`config.mk`:
```
export PLATFORM = sky130hd
export DESIGN_NAME = mil_txd
export DESIGN_NICKNAME = d
export VERILOG_FILES = /design/src/rtl/mil_txd.sv
export SDC_FILE = /design/constraint.sdc
export NUM_CORES = 1
export LEC_CHECK = 0
export ABC_AREA = 1
export BUFFER_PORTS_ARGS = -buffer_cell sky130_fd_sc_hd__buf_2
export CAP_MARGIN = 20
export CORE_MARGIN = 4
export CORE_UTILIZATION = 50
export DETAILED_ROUTE_END_ITERATION = 7
export MAX_ROUTING_LAYER = met4
export PLACE_DENSITY = 0.75
export SYNTH_ARGS = -nofsm -noshare
export SYNTH_HDL_FRONTEND = slang
export SYNTH_SLANG_ARGS = --single-unit
```
`constraint.sdc`:
```
create_clock -name clk -period 2.4 [get_ports clk]
set_input_delay 0.72 -clock clk [delete_from_list [all_inputs] [get_ports clk]]
set_output_delay 0.72 -clock clk [all_outputs]
set_load 0.1 [all_outputs]
```
`src/rtl/mil_txd.sv`:
```
// -----------------------------------------------------------------------------
// mil_txd : MIL-STD-1553 word transmitter.
// Sends one 16-bit word as Manchester-II, MSB first. The word is preceded by a
// 3-bit-time sync and followed by an odd parity bit. The outputs drive the
// differential pair toward the bus transceiver.
// If a new word is accepted on the last clock of the parity bit, the next sync
// starts on the following clock, so back-to-back words have no gap.
//
// Optional feature (macro MIL_TXD_PERR_EN): adds input tx_perr. It is latched
// when a word is accepted. When it is 1, the parity bit is inverted.
//
// Ports
//   clk       in   system clock, rising edge
//   rst_n     in   asynchronous active-low reset
//   tx_start  in   send request, sampled while tx_ready=1
//   tx_cw     in   sync type: 1 = command/status, 0 = data
//   tx_dat    in   [15:0] word to send
//   tx_perr   in   (MIL_TXD_PERR_EN only) invert the parity bit
//   tx_ready  out  a word may be accepted this cycle
//   tx_busy   out  a word is on the bus
//   tx_done   out  pulse on the final clock of the parity bit
//   TXP/TXN   out  registered line drive
//
// state  | meaning
// IDLE   | bus quiet, TXP=TXN=0, waiting for tx_start
// SYNC   | 3 bit times: 1.5 bit one polarity, then 1.5 bit the other
// DATA   | 16 Manchester data bits, MSB first
// PARITY | one Manchester parity bit; a new start may be accepted on its last clock
// -----------------------------------------------------------------------------
module mil_txd #(
    parameter int Fclk  = 50000000,
    parameter int TXvel = 1000000
) (
    input  logic        clk,
    input  logic        rst_n,
    input  logic        tx_start,
    input  logic        tx_cw,
    input  logic [15:0] tx_dat,
`ifdef MIL_TXD_PERR_EN
    input  logic        tx_perr,
`endif
    output logic        tx_ready,
    output logic        tx_busy,
    output logic        tx_done,
    output logic        TXP,
    output logic        TXN
);
    localparam int BIT  = Fclk / TXvel;
    localparam int HALF = BIT / 2;
    localparam int TW   = $clog2(BIT);
    localparam logic [TW-1:0] TACT_LAST = TW'(BIT - 1);
    localparam logic [TW-1:0] TACT_HALF = TW'(HALF);

    typedef enum logic [1:0] {IDLE, SYNC, DATA, PARITY} state_t;

    state_t        state_q, state_d;
    logic [TW-1:0] cb_tact, cb_tact_d;
    logic [3:0]    cb_bit, cb_bit_d;
    logic [15:0]   shift_q, shift_d;
    logic          par_q, par_d;
    logic          cw_q, cw_d;
    logic          txp_d;
    logic          ce_tact, accept, perr;

`ifdef MIL_TXD_PERR_EN
    assign perr = tx_perr;
`else
    assign perr = 1'b0;
`endif

    assign ce_tact  = (cb_tact == TACT_LAST);
    assign tx_done  = (state_q == PARITY) && ce_tact;
    assign tx_ready = (state_q == IDLE) || tx_done;
    assign tx_busy  = (state_q != IDLE);
    assign accept   = tx_start && tx_ready;

    always_comb begin
        state_d   = state_q;
        cb_tact_d = ce_tact ? '0 : cb_tact + 1'b1;
        cb_bit_d  = cb_bit;
        shift_d   = shift_q;
        par_d     = par_q;
        cw_d      = cw_q;
        case (state_q)
            IDLE: begin
                cb_tact_d = '0;
            end
            SYNC: begin
                if (ce_tact) begin
                    if (cb_bit == 4'd2) begin
                        state_d  = DATA;
                        cb_bit_d = '0;
                    end else begin
                        cb_bit_d = cb_bit + 1'b1;
                    end
                end
            end
            DATA: begin
                if (ce_tact) begin
                    shift_d = {shift_q[14:0], 1'b0};
                    if (cb_bit == 4'd15) begin
                        state_d  = PARITY;
                        cb_bit_d = '0;
                    end else begin
                        cb_bit_d = cb_bit + 1'b1;
                    end
                end
            end
            PARITY: begin
                if (ce_tact) state_d = IDLE;
            end
            default: state_d = IDLE;
        endcase
        // Loading here overrides the PARITY -> IDLE exit, which makes back-to-back words gap-free.
        if (accept) begin
            state_d   = SYNC;
            cb_tact_d = '0;
            cb_bit_d  = '0;
            shift_d   = tx_dat;
            par_d     = ~^tx_dat ^ perr;
            cw_d      = tx_cw;
        end
    end

    // The line level is computed from the next-state values, so the registered
    // outputs show the first sync level on the clock right after accept.
    always_comb begin
        txp_d = 1'b0;
        case (state_d)
            // The first 1.5 bits of sync are all of bit time 0 plus the first half of bit time 1.
            SYNC:    txp_d = cw_d ~^ ((cb_bit_d == 4'd0) ||
                                      (cb_bit_d == 4'd1 && cb_tact_d < TACT_HALF));
            DATA:    txp_d = shift_d[15] ~^ (cb_tact_d < TACT_HALF);
            PARITY:  txp_d = par_d ~^ (cb_tact_d < TACT_HALF);
            default: txp_d = 1'b0;
        endcase
    end

    always_ff @(posedge clk or negedge rst_n) begin
        if (!rst_n) begin
            state_q <= IDLE;
            cb_tact <= '0;
            cb_bit  <= '0;
            shift_q <= '0;
            par_q   <= 1'b0;
            cw_q    <= 1'b0;
            TXP     <= 1'b0;
            TXN     <= 1'b0;
        end else begin
            state_q <= state_d;
            cb_tact <= cb_tact_d;
            cb_bit  <= cb_bit_d;
            shift_q <= shift_d;
            par_q   <= par_d;
            cw_q    <= cw_d;
            TXP     <= (state_d != IDLE) &&  txp_d;
            TXN     <= (state_d != IDLE) && !txp_d;
        end
    end
endmodule

```
==> impl_metrics.toml <==
[timing]
clock.fmax_mhz = 441
setup_ws_ns = 0.131
fin_tns_setup_ns = 0
maxSlewHeadroom_pct = 53.5
worst_pin_slew_ns = 0.698
timing.final.crit_share_pct = 94.6
finalSetupViolations = 0
rsz0062_at_grt = "no"
slew_violations = 0
period_minus_slack_ns = 2.27
hold_viol = 0
clock-skew-final_ns = 0.00555

[clocking]
numCtsBuffers = 5
cts_root_buf = "clkbuf_8"
ctsHtreeMaxLevel = 2
cts.clk_slew.worst_paths_ns = 0.06
ctsHoldBuffers = 0
cts.sinks = 32
cts_tree = "built"
cts_buffer_depth = 2
clk_latency_ns = 0.28

[power_and_ir_drop]
seq_power_share_pct = 49.1
p_sw_share_pct = 23.9
p_leak_nw = 1.12
finalPower_mw = 1.10
internal_power_mw = 0.840
p_sw_mw = 0.264
clkPwrFrac_pct = 38.3
pwr-share-comb_pct = 12.6
vdd_drop_max_uv = 337
power.density_nw_per_um2 = 477

[place]
pre_cts_ws_ns = 0.336
hpwl_um = 2970
io_buffers = 24
post_dp_cell_area_um2 = 2210
routabilityCongestion = 0.816

[yosys]
synth_nets = 272
synthAdderAreaFrac_pct = 4.97
syn_area_per_cell_um2 = 8.26
ys_seq_elements = 32
synth_compound_area_share_pct = 9.62
muxShareOfSynthArea_pct = 0
ys_seq_area_share_pct = 39.7
syn_inst = 244
synthesis.area_um2 = 2020
synth-xor-area-share_pct = 7.82
synth_top_family_by_area = "simple AND/OR/NAND/NOR gates"
yosys.area_share.simple_pct = 29.2
yosysWarnings = 0
synth.distinct_cells = 35

[drt]
routed_wl_um = 3910
drc_errors = 0
drt-initial-drc-count = 90
vias = 1645
viasPerCell = 5.11
first_pass_iters = 4
routedWlPerCell_um = 12.1
antenna_left = 0

[floorplanning]
start_util_pct = 53.5
die_y_um = 71.5
dieArea_um2 = 5110
rows = 22
pin_count = 25
core_um2 = 3770
die_x_um = 71.5

[worst_setup_path]
critPathMaxFanout = 6
ff2ff_setup_slack_ns = 0.37
path_class = "flip-flop to output port"
start_kind = "flip-flop"
end_kind = "output port"
r2r-end = "TXN"
critPathRequiredTime_ns = 1.68
cp_data_arrival_time_ns = 1.55
rr_startpoint = "state_q[0]"
r2r_cells = 13

[layout]
drive_gt1_share_pct = 22.3
final_common_cell = "nand2_1"
antenna_cells = 0
nNetsFinal = 301
final_cell_mix = "nand2_1 (53), dfrtp_1 (32), inv_1 (28), nand3_1 (27), buf_2 (21)"
syn2layout_area_growth_pct = 14.7
final_cell_area_um2 = 2310

[global_routing]
grt_max_degree = 33
overflow = 0
antenna_found_initial = 0
grt_pass1_vias = 1578
track_usage_pct = 17.5
grt_pass1_wl_um = 6840

[worst_hold_path]
hold_class = "input port to async pin"

[outcome]
run_status = "completed"

[flow_run]
maxCapViolCount = 0
==> power by group through the flow <==
stage	Sequential (mW)	Clock (mW)	Combinational, mW
finish	0.542	0.423	0.139
global route	0.542	0.464	0.156
CTS	0.542	0.432	0.141
detailed placement	0.552	0	0.141
global placement	0.552	0	0.139
floorplan	0.552	0	0.0971
==> metal layers <==
| metal | wire length (um) | part of all wire [%] | vias to the layer above | track usage [%] |
|---|---|---|---|---|
| met5 | 0 | 0 | - | - |
| met4 | 65 | 1.7 | 0 | 6.68 |
| li1 | - | - | 846 | - |
| met1 | 1830 | 47 | 762 | 20.8 |
| met3 | 180 | 4.6 | 7 | 5.05 |
| met2 | 1830 | 47 | 30 | 28.2 |
==> logic make-up (layout without fill, tap and decap cells) <==
logic type                 count (synthesis)  count (layout)
and+or+nand+nor                          119             119
buffers and inverters                     42              72
DFF                                       32              32
AOI/OAI and AO/OA                         25              25
xor gates and xnor gates                  18              18
adders and majority gates                  8               8
==> critical path, cell delays in order, from the launching register on <==
cell and delay [ns]:
dfrtp_1 0.43, ha_1 0.21, nand3_2 0.12, nor2_8 0.17, nand2_4 0.07, inv_1 0.09
buf_12 0.18
==> cell type report <==
class | instances | area [um2]
Clock buffer | 8 | 90.1
Sequential cell | 32 | 801
Tap cell | 48 | 60.1
Fill cell | 338 | 1460
Timing Repair Buffer | 28 | 183
Inverter | 36 | 138
Multi-Input combinational cell | 170 | 1040
==> flip-flops by register name, indices dropped and copies added, names as in the netlist <==
signal	cells
cw_q	1
state_q	2
TXN	1
par_q	1
cb_bit	4
TXP	1
cb_tact	6
shift_q	16
==> how the worst max path moves through the flow <==
stage               endpoint  startpoint  slack [ns]  cells past startpoint
global route         tx_done  cb_tact[1]        0.03                      7
floorplan                TXN  state_q[0]        0.06                     13
global placement     tx_busy  state_q[0]        0.34                      4
detailed placement   tx_busy  state_q[0]        0.34                      4
finish               tx_done  cb_tact[0]        0.13                      6
CTS                  tx_busy  state_q[0]        0.03                      4
==> Yosys cell counts <==
library cell	instances	share of area [%]
a21oi_4	1	0.81
nor2_2	4	1.2
xor2_1	5	2.2
o21ai_1	2	0.50
a21oi_1	2	0.50
nor2_8	1	0.99
dfrtp_1	32	40
o311ai_1	3	1.3
buf_2	2	0.50
clkinv_1	1	0.19
nand3b_1	1	0.37
nor3_1	1	0.25
inv_4	1	0.31
nand2_2	5	1.6
o211ai_1	7	2.6
o21ai_0	3	0.74
o311ai_0	4	1.7
or2_1	1	0.31
buf_4	1	0.37
clkbuf_1	2	0.37
inv_2	6	1.1
nand3_1	27	6.7
o211ai_2	1	0.62
o21ai_2	1	0.43
nand2_1	53	9.9
ha_1	8	5.0
o21a_1	1	0.37
nor2_1	14	2.6
buf_6	1	0.56
nor2_4	1	0.56
nand4_1	5	1.6
inv_1	28	5.2
xnor2_1	13	5.6
nand2_4	4	2.2
nand3_2	2	0.99
==> through the flow <==
| stage | cells | hold WS [ns] | util (%) |
|---|---|---|---|
| CTS | 321 | 0.515 | 61.0 |
| finish | 322 | 0.478 | 61.3 |
| global placement | 313 | 0.518 | 58.7 |
| detailed placement | 313 | 0.520 | 58.7 |
| floorplan | 244 | 0.424 | - |
| global route | 322 | 0.533 | 61.3 |
==> timing repair <==
item	4_1_cts	5_1_grt
buffers inserted	0	1
setup endpoints to repair	0	3
hold endpoints to repair	0	0
resized for setup	0	1
Note: power is estimated with default switching activity, not from simulation.
